## src/rtl/multicycle_cla_adder.sv

```systemverilog
// multicycle_cla_adder
//
// Sequential adder/subtractor. Each BUSY cycle handles one CHUNK-bit slice,
// starting with the least significant slice. Inside a slice every carry comes
// from group generate/propagate look-ahead. The carry out of each slice is
// registered and becomes the carry into the next slice.
//
// Handshake: the design accepts an operation on a rising edge where start=1
// and ready=1 (state IDLE). Once accepted, the operands are captured and start
// is ignored until ready returns high. done pulses for exactly one cycle when
// sum/cout/ovf take a new result, and those outputs hold until the next
// completion or reset.
//
// Ports:
//   clk    in   sole clock, rising edge
//   rst    in   asynchronous active-high reset
//   start  in   request to begin an operation
//   a, b   in   WIDTH-bit operands
//   cin    in   carry-in (add) / borrow-in (subtract)
//   sub    in   0 = a + b + cin, 1 = a - b - cin
//   ready  out  IDLE: a start will be accepted
//   busy   out  BUSY: slices are being computed
//   done   out  DONE: one-cycle pulse, new result valid
//   sum    out  last completed result
//   cout   out  raw carry out of the MSB (subtract: 1 = no borrow)
//   ovf    out  signed overflow of the last completed result
module multicycle_cla_adder #(
    parameter int WIDTH = 16,
    parameter int CHUNK = 4
) (
    input  logic             clk,
    input  logic             rst,
    input  logic             start,
    input  logic [WIDTH-1:0] a,
    input  logic [WIDTH-1:0] b,
    input  logic             cin,
    input  logic             sub,
    output logic             ready,
    output logic             busy,
    output logic             done,
    output logic [WIDTH-1:0] sum,
    output logic             cout,
    output logic             ovf
);

    localparam int NCHUNK = WIDTH / CHUNK;
    localparam int IDXW   = (NCHUNK > 1) ? $clog2(NCHUNK) : 1;

    typedef enum logic [1:0] {IDLE, BUSY, DONE} state_t;

    state_t state, state_next;

    logic [WIDTH-1:0] a_reg;
    logic [WIDTH-1:0] b_reg;      // already inverted for subtract
    logic [WIDTH-1:0] work;       // partial result, never visible on sum
    logic             carry;      // carry into the current slice
    logic [IDXW-1:0]  idx;
    logic             last;

    logic [CHUNK-1:0] sa, sb, g, p, s;
    logic [CHUNK:0]   c;
    logic             term;
    logic [WIDTH-1:0] result;

    assign last = (idx == IDXW'(NCHUNK - 1));

    // Slice datapath. Each c[i+1] is built directly from g/p and the slice
    // carry-in (sum-of-products look-ahead form), so no carry depends on the
    // carry of the bit below it.
    always_comb begin
        sa     = a_reg[int'(idx) * CHUNK +: CHUNK];
        sb     = b_reg[int'(idx) * CHUNK +: CHUNK];
        g      = sa & sb;
        p      = sa ^ sb;
        c      = '0;
        term   = 1'b0;
        c[0]   = carry;
        for (int i = 0; i < CHUNK; i++) begin
            for (int j = 0; j <= i; j++) begin
                term = g[j];
                for (int k = j + 1; k <= i; k++) begin
                    term = term & p[k];
                end
                c[i+1] = c[i+1] | term;
            end
            term = carry;
            for (int k = 0; k <= i; k++) begin
                term = term & p[k];
            end
            c[i+1] = c[i+1] | term;
        end
        s      = p ^ c[CHUNK-1:0];
        result = work;
        result[int'(idx) * CHUNK +: CHUNK] = s;
    end

    // State register
    always_ff @(posedge clk or posedge rst) begin
        if (rst) begin
            state <= IDLE;
        end else begin
            state <= state_next;
        end
    end

    // Next state and status outputs
    always_comb begin
        state_next = state;
        ready      = 1'b0;
        busy       = 1'b0;
        done       = 1'b0;
        case (state)
            IDLE: begin
                ready = 1'b1;
                if (start) state_next = BUSY;
            end
            BUSY: begin
                busy = 1'b1;
                if (last) state_next = DONE;
            end
            DONE: begin
                done       = 1'b1;
                state_next = IDLE;
            end
            default: state_next = IDLE;
        endcase
    end

    // Operand capture, slice stepping and result registers
    always_ff @(posedge clk or posedge rst) begin
        if (rst) begin
            a_reg <= '0;
            b_reg <= '0;
            work  <= '0;
            carry <= 1'b0;
            idx   <= '0;
            sum   <= '0;
            cout  <= 1'b0;
            ovf   <= 1'b0;
        end else begin
            if (state == IDLE && start) begin
                a_reg <= a;
                b_reg <= sub ? ~b : b;
                carry <= cin ^ sub;   // subtract: a + ~b + 1 - cin
                idx   <= '0;
                work  <= '0;
            end else if (state == BUSY) begin
                work  <= result;
                carry <= c[CHUNK];
                if (last) begin
                    idx  <= '0;
                    sum  <= result;
                    cout <= c[CHUNK];
                    ovf  <= c[CHUNK] ^ c[CHUNK-1];
                end else begin
                    idx <= idx + 1'b1;
                end
            end
        end
    end

endmodule

```

## config.mk

```make
export PLATFORM = sky130hd
export DESIGN_NAME = multicycle_cla_adder
export DESIGN_NICKNAME = d
export VERILOG_FILES = /design/src/rtl/multicycle_cla_adder.sv
export SDC_FILE = /design/constraint.sdc
export NUM_CORES = 1
export LEC_CHECK = 0
export CORE_ASPECT_RATIO = 0.5
export CORE_MARGIN = 4
export CORE_UTILIZATION = 53
export DETAILED_ROUTE_END_ITERATION = 8
export PLACE_DENSITY = 0.9
export SLEW_MARGIN = 40
export SYNTH_ARGS = -nofsm -noshare
export SYNTH_HDL_FRONTEND = slang
export SYNTH_SLANG_ARGS = --single-unit
```

## constraint.sdc

```tcl
create_clock -name clk -period 3.87 [get_ports clk]
set_input_delay 0.5805 -clock clk [delete_from_list [all_inputs] [get_ports clk]]
set_output_delay 0.5805 -clock clk [all_outputs]
set_load 0.02 [all_outputs]
```

==> results of run 1 <==
-- logic make-up after synthesis --
kind of cell    Yosys count
fa+ha+maj                12
mux                       9
buf+inv                  25
compound gates           69
xor+xnor                 18
flops                    71
simple gates            129
-- power by group --
part / switching, uW / internal [uW] / total [uW]
sequential: 243 / 1080 / 1320
combinational: 1270 / 896 / 2160
clock: 300 / 599 / 898
-- how the worst min path moves through the flow --
| stage | endpoint | start | depth (start not counted) | slack, ns |
|---|---|---|---|---|
| floorplan | a_reg[10] | a_reg[10] | 2 | 0.44 |
| global route | a_reg[8] | a_reg[8] | 2 | 0.50 |
| global placement | b_reg[10] | b_reg[10] | 2 | 0.46 |
| detailed placement | a_reg[1] | a_reg[1] | 2 | 0.47 |
| CTS | b_reg[10] | b_reg[10] | 2 | 0.49 |
| finish | ovf | ovf | 2 | 0.48 |
-- critical path, stage by stage (launching register included) --
cell and delay, ns:
dfrtp_1 0.53, mux4_2 0.59, ha_1 0.32, ha_1 0.22
o211a_1 0.27, o21ai_0 0.48, and2_4 0.27, a32o_1 0.17
-- layout make-up --
class | instances | area share, %
multi-input combinational | 237 | 35.8
timing repair buffer | 60 | 13.3
clock buffer | 13 | 5.90
clock inverter | 3 | 1.47
inverter | 9 | 0.794
sequential | 71 | 40.3
tap | 88 | 2.50
-- cell usage in the layout (no fill, tap or decap), types with 6 or more instances in the layout --
cell | Yosys | layout
ha_1 | 11 | 11
nor2_1 | 23 | 23
mux4_2 | 8 | 8
xnor2_1 | 17 | 17
inv_1 | 7 | 6
a32o_1 | 12 | 12
nand2_1 | 79 | 79
clkdlybuf4s50_1 | 0 | 56
dfrtp_1 | 71 | 71
o21ai_0 | 26 | 26
clkbuf_16 | 0 | 9
a221oi_1 | 8 | 8
-- routing by layer --
metal  routed length, um  track usage [%]  vias to the layer above
li1                    -                -                     1265
met1                3370             29.0                     1326
met2                4140             36.3                      128
met3                 601             5.67                       27
met4                 279             11.3                        0
met5                   0                0                        -
-- per-stage QoR --
step                instance area, sq um  hold WS (ns)
finish                              4410         0.479
global route                        4410         0.497
CTS                                 4420         0.486
detailed placement                  4090         0.467
global placement                    4090         0.459
floorplan                           3460         0.440
==> flow_summary.yaml, run 1 <==
outcome:
  status: "completed"
sta:
  achievable-frequency_mhz: 340
  slew_violations: 0
  fin_ws_ns: 0.931
  worst_pin_slew_ns: 0.811
  setup_viol: 0
  fin_crit_sh_pct: 75.9
  max_slew_margin_pct: 45.8
  setup-tns-final_ns: 0
  rsz0062_at_grt: "false"
  hold_viol_final: 0
  clock_skew_ns: 0.00371
  min_period_ns: 2.94
synth:
  ys_ff_latch: 71
  synth-main-ff-cell: "dfrtp_1"
  synth-simple-area-share_pct: 16.9
  synth_common_cells: "79 x nand2_1, 71 x dfrtp_1, 26 x o21ai_0, 23 x nor2_1, 17 x xnor2_1"
  syn-num-nets: 382
  synth_top_area_cell: "dfrtp_1"
  synth_warnings: 0
  synth_most_common_cell: "nand2_1"
  yosys.area_share.adder_pct: 4.56
  muxShareOfSynthArea_pct: 5.50
  synth_area_leaders: "dfrtp_1 51%, nand2_1 8.6%, mux4_2 5.2%"
  syn_avg_cell_area_sq_um: 10.4
  ys_types: 39
  netlist_area_sq_um: 3460
  synthArstFlopShare_pct: 100
  synth-compound-area-share_pct: 14.1
  synth_top_area_share_pct: 51.3
  synth_xor_area_share_pct: 4.56
  synth_top_family_by_area: "simple AND/OR/NAND/NOR gates"
  ys_seq_area_share_pct: 51.3
  synth_cells: 333
  synth_edf_count: 0
cells_and_area:
  multi_input_comb_area_sq_um: 1580
  finalNonFillerCells: 481
  nets: 437
  drive_gt1_share_pct: 9.67
  area_growth_pct: 27.5
  fillers: 423
  seq_area_sq_um: 1780
  diodes: 0
  final_core_util_pct: 71.1
route:
  drtIter0Drc: 206
  firstDrtPassIters: 5
  vias_per_cell: 5.71
  vias: 2746
  wl_um: 8390
  wire_per_inst_um: 17.4
  route.detailed.drc: 0
  antenna_left: 0
setup_path:
  cp_max_fo: 6
  worstSetupPathType: "reg -> reg"
  r2r-end: "work[3]"
  cp-end-kind: "register"
  reg2reg_from: "idx[0]"
  cp.arrival_ns: 3.20
  crit_required_ns: 4.13
  crit_start: "idx[0]"
  cp-endpoint: "work[3]"
  rrSetupSlack_ns: 0.93
  worstSetupStartpointType: "register"
  r2r_cells: 7
power:
  p_leak_uw: 0.00197
  ir_drop_v: 0.000391
  p_total_uw: 4390
  p_per_area_nw_per_um2: 994
cts:
  postCtsSetupRepairBufs: 0
  postCtsHoldBufs: 0
  cts_tree: "built"
  htreeDepth: 3
  ctsResizeCount: 0
  insertion_delay_ns: 0.33
  clockBufferDepth: 2
  cts_root_buf: "clkbuf_16"
  cts_made_buffers: 9
  clk_pin_slew_ns: 0.05
  clock_sinks: 71
global_routing:
  antenna_found_initial: 0
  overflow: 0
  grt_max_degree: 52
  grt_pass1_vias: 2740
  grt_first_pass_wirelength_um: 13700
  track_usage_pct: 22.6
hold_path:
  worstHoldPathType: "reg -> reg"
floorplanning:
  die_h_um: 65.1
  row_count: 20
  die_x_um: 122
  ios: 58
  core_area_sq_um: 6210
  initial_core_util_pct: 55.8
  dieArea_sq_um: 7970
placed_design:
  gp_congestion: 0.953
  io_buffers: 57
  dpl_worst_slack_ns: 0.982
  hpwl_um: 5740
  dp_cells: 465
job:
  maxCapViolCount: 0
Power figures use the tool's default switching activity.
==> run 2: changes to the inputs <==
--- a/config.mk
+++ b/config.mk
@@ -7,9 +7,9 @@
 export LEC_CHECK = 0
 export CORE_ASPECT_RATIO = 0.5
 export CORE_MARGIN = 4
-export CORE_UTILIZATION = 53
+export CORE_UTILIZATION = 48
 export DETAILED_ROUTE_END_ITERATION = 8
-export PLACE_DENSITY = 0.9
+export PLACE_DENSITY = 0.86
 export SLEW_MARGIN = 40
 export SYNTH_ARGS = -nofsm -noshare
 export SYNTH_HDL_FRONTEND = slang
==> constraint.sdc (replaced) <==
create_clock -name clk -period 2.65 [get_ports clk]
set_input_delay 0.3975 -clock clk [delete_from_list [all_inputs] [get_ports clk]]
set_output_delay 0.3975 -clock clk [all_outputs]
set_load 0.02 [all_outputs]
==> flow_summary.yaml, run 2 (synthesis results as in run 1) <==
outcome:
  status: "completed"
setup_path:
  r2r-end: "work[11]"
  rrSetupSlack_ns: 0.05
  crit_start: "idx[0]"
  worstSetupPathType: "reg -> reg"
  r2r_cells: 7
  cp_max_fo: 5
  reg2reg_from: "idx[0]"
  cp-end-kind: "register"
  cp.arrival_ns: 2.82
  crit_required_ns: 2.87
  cp-endpoint: "work[11]"
  worstSetupStartpointType: "register"
sta:
  fin_crit_sh_pct: 98.1
  achievable-frequency_mhz: 385
  fin_ws_ns: 0.0497
  hold_ws_ns: 0.433
  worst_pin_slew_ns: 0.694
  setup-tns-final_ns: 0
  slew_violations: 0
  clock_skew_ns: 0.00473
  max_slew_margin_pct: 53.7
  min_period_ns: 2.60
  setup_viol: 0
  hold_viol_final: 0
cts:
  postCtsSetupRepairBufs: 0
  clock_sinks: 71
  clockBufferDepth: 2
  cts_made_buffers: 9
  insertion_delay_ns: 0.33
  clk_pin_slew_ns: 0.06
  htreeDepth: 3
  cts_tree: "built"
  cts_root_buf: "clkbuf_16"
cells_and_area:
  nets: 450
  final_cell_mix: "79 x nand2_1, 70 x dfrtp_1, 57 x clkdlybuf4s50_1"
  area_growth_pct: 32.4
  drive_gt1_share_pct: 13.5
  stdcell_area_sq_um: 4580
  diodes: 0
  final_common_cell: "nand2_1"
route:
  wl_um: 8260
  antenna_left: 0
  route.detailed.drc: 0
  drtIter0Drc: 247
  vias_per_cell: 5.47
  wire_per_inst_um: 16.6
  vias: 2724
  firstDrtPassIters: 4
floorplanning:
  ios: 58
  dieArea_sq_um: 8710
  row_count: 21
  core_area_sq_um: 6830
  initial_core_util_pct: 50.7
  die_x_um: 128
  die_h_um: 68.0
power:
  p_per_area_nw_per_um2: 1470
  ir_drop_v: 0.000667
  p_leak_uw: 0.00204
  p_total_uw: 6740
placed_design:
  dpl_worst_slack_ns: 0.0495
  place_area_sq_um: 4230
  gp_congestion: 0.841
  io_buffers: 57
  hpwl_um: 5790
global_routing:
  grt_pass1_vias: 2820
  antenna_found_initial: 0
  grt_max_degree: 33
  overflow: 0
  grt_first_pass_wirelength_um: 13500
  track_usage_pct: 20.1
hold_path:
  worstHoldPathType: "in -> async"
job:
  maxCapViolCount: 0
-- run 2: cell types whose count changed in the layout (fill, tap and decap cells not counted), sizes merged --
cell / previous run / this run
bufinv: 2 / 3
clkinvlp: 0 / 1
clkdlybuf4s50: 56 / 57
clkbuf: 13 / 10
buf: 4 / 16
inv: 7 / 8
-- run 2: report_power, final --
part,switching [uW],total [uW],internal [uW],leakage (uW)
logic,1940,3470,1530,0.000972
registers,310,1890,1580,0.000904
clock network,438,1380,940,0.000168
-- run 2: what timing repair did --
item	in CTS	in global routing
setup endpoints to repair	0	4
resized for setup	0	1
hold buffers	0	0
-- run 2: how the worst min path moves through the flow --
| stage | to | slack, ns |
|---|---|---|
| after floorplan | a_reg[10] | 0.44 |
| after global placement | a_reg[11] | 0.45 |
| after detailed placement | a_reg[7] | 0.46 |
| after CTS | a_reg[2] | 0.44 |
| after global routing | a_reg[12] | 0.48 |
| final | a_reg[1] | 0.43 |
-- run 2: cell type report --
cell class                 count  area [sq um]
inverter                       9          33.8
clock inverter                 6           108
fill                         514          2250
tap                           92           115
sequential                    71          1780
clock buffer                  10           239
multi-input combinational    237          1600
timing repair buffer          73           707
-- run 2: routing by layer --
metal	part of all wire, %	routed length (um)	global-route usage, %	vias to the layer above
met5	0	0	0	-
met4	2.6	211	10.1	0
met3	6.0	493	4.29	21
met2	49	4080	35.0	86
met1	42	3480	24.2	1324
li1	-	-	-	1293
-- run 2: per-stage QoR --
step           cells  util (%)
4_1_cts          498      67.0
6_report         498      67.1
3_5_place_dp     482      62.0
3_3_place_gp     482      62.0
5_1_grt          498      67.1
2_1_floorplan    333         -
-- run 2: worst max-delay path: stages, from the launching register on --
cell and delay, ns:
dfrtp_2 0.42, mux4_2 0.58, ha_4 0.27, ha_4 0.15
o211a_1 0.26, or3_4 0.38, and2_4 0.19, a32o_1 0.23
==> run 3: changes to the inputs <==
--- a/config.mk
+++ b/config.mk
@@ -10,7 +10,7 @@
 export CORE_UTILIZATION = 48
 export DETAILED_ROUTE_END_ITERATION = 8
 export PLACE_DENSITY = 0.86
-export SLEW_MARGIN = 40
+export SLEW_MARGIN = 15
 export SYNTH_ARGS = -nofsm -noshare
 export SYNTH_HDL_FRONTEND = slang
 export SYNTH_SLANG_ARGS = --single-unit
==> results of run 3 <==
Final layout, timing and power as in run 2 (identical DEF).
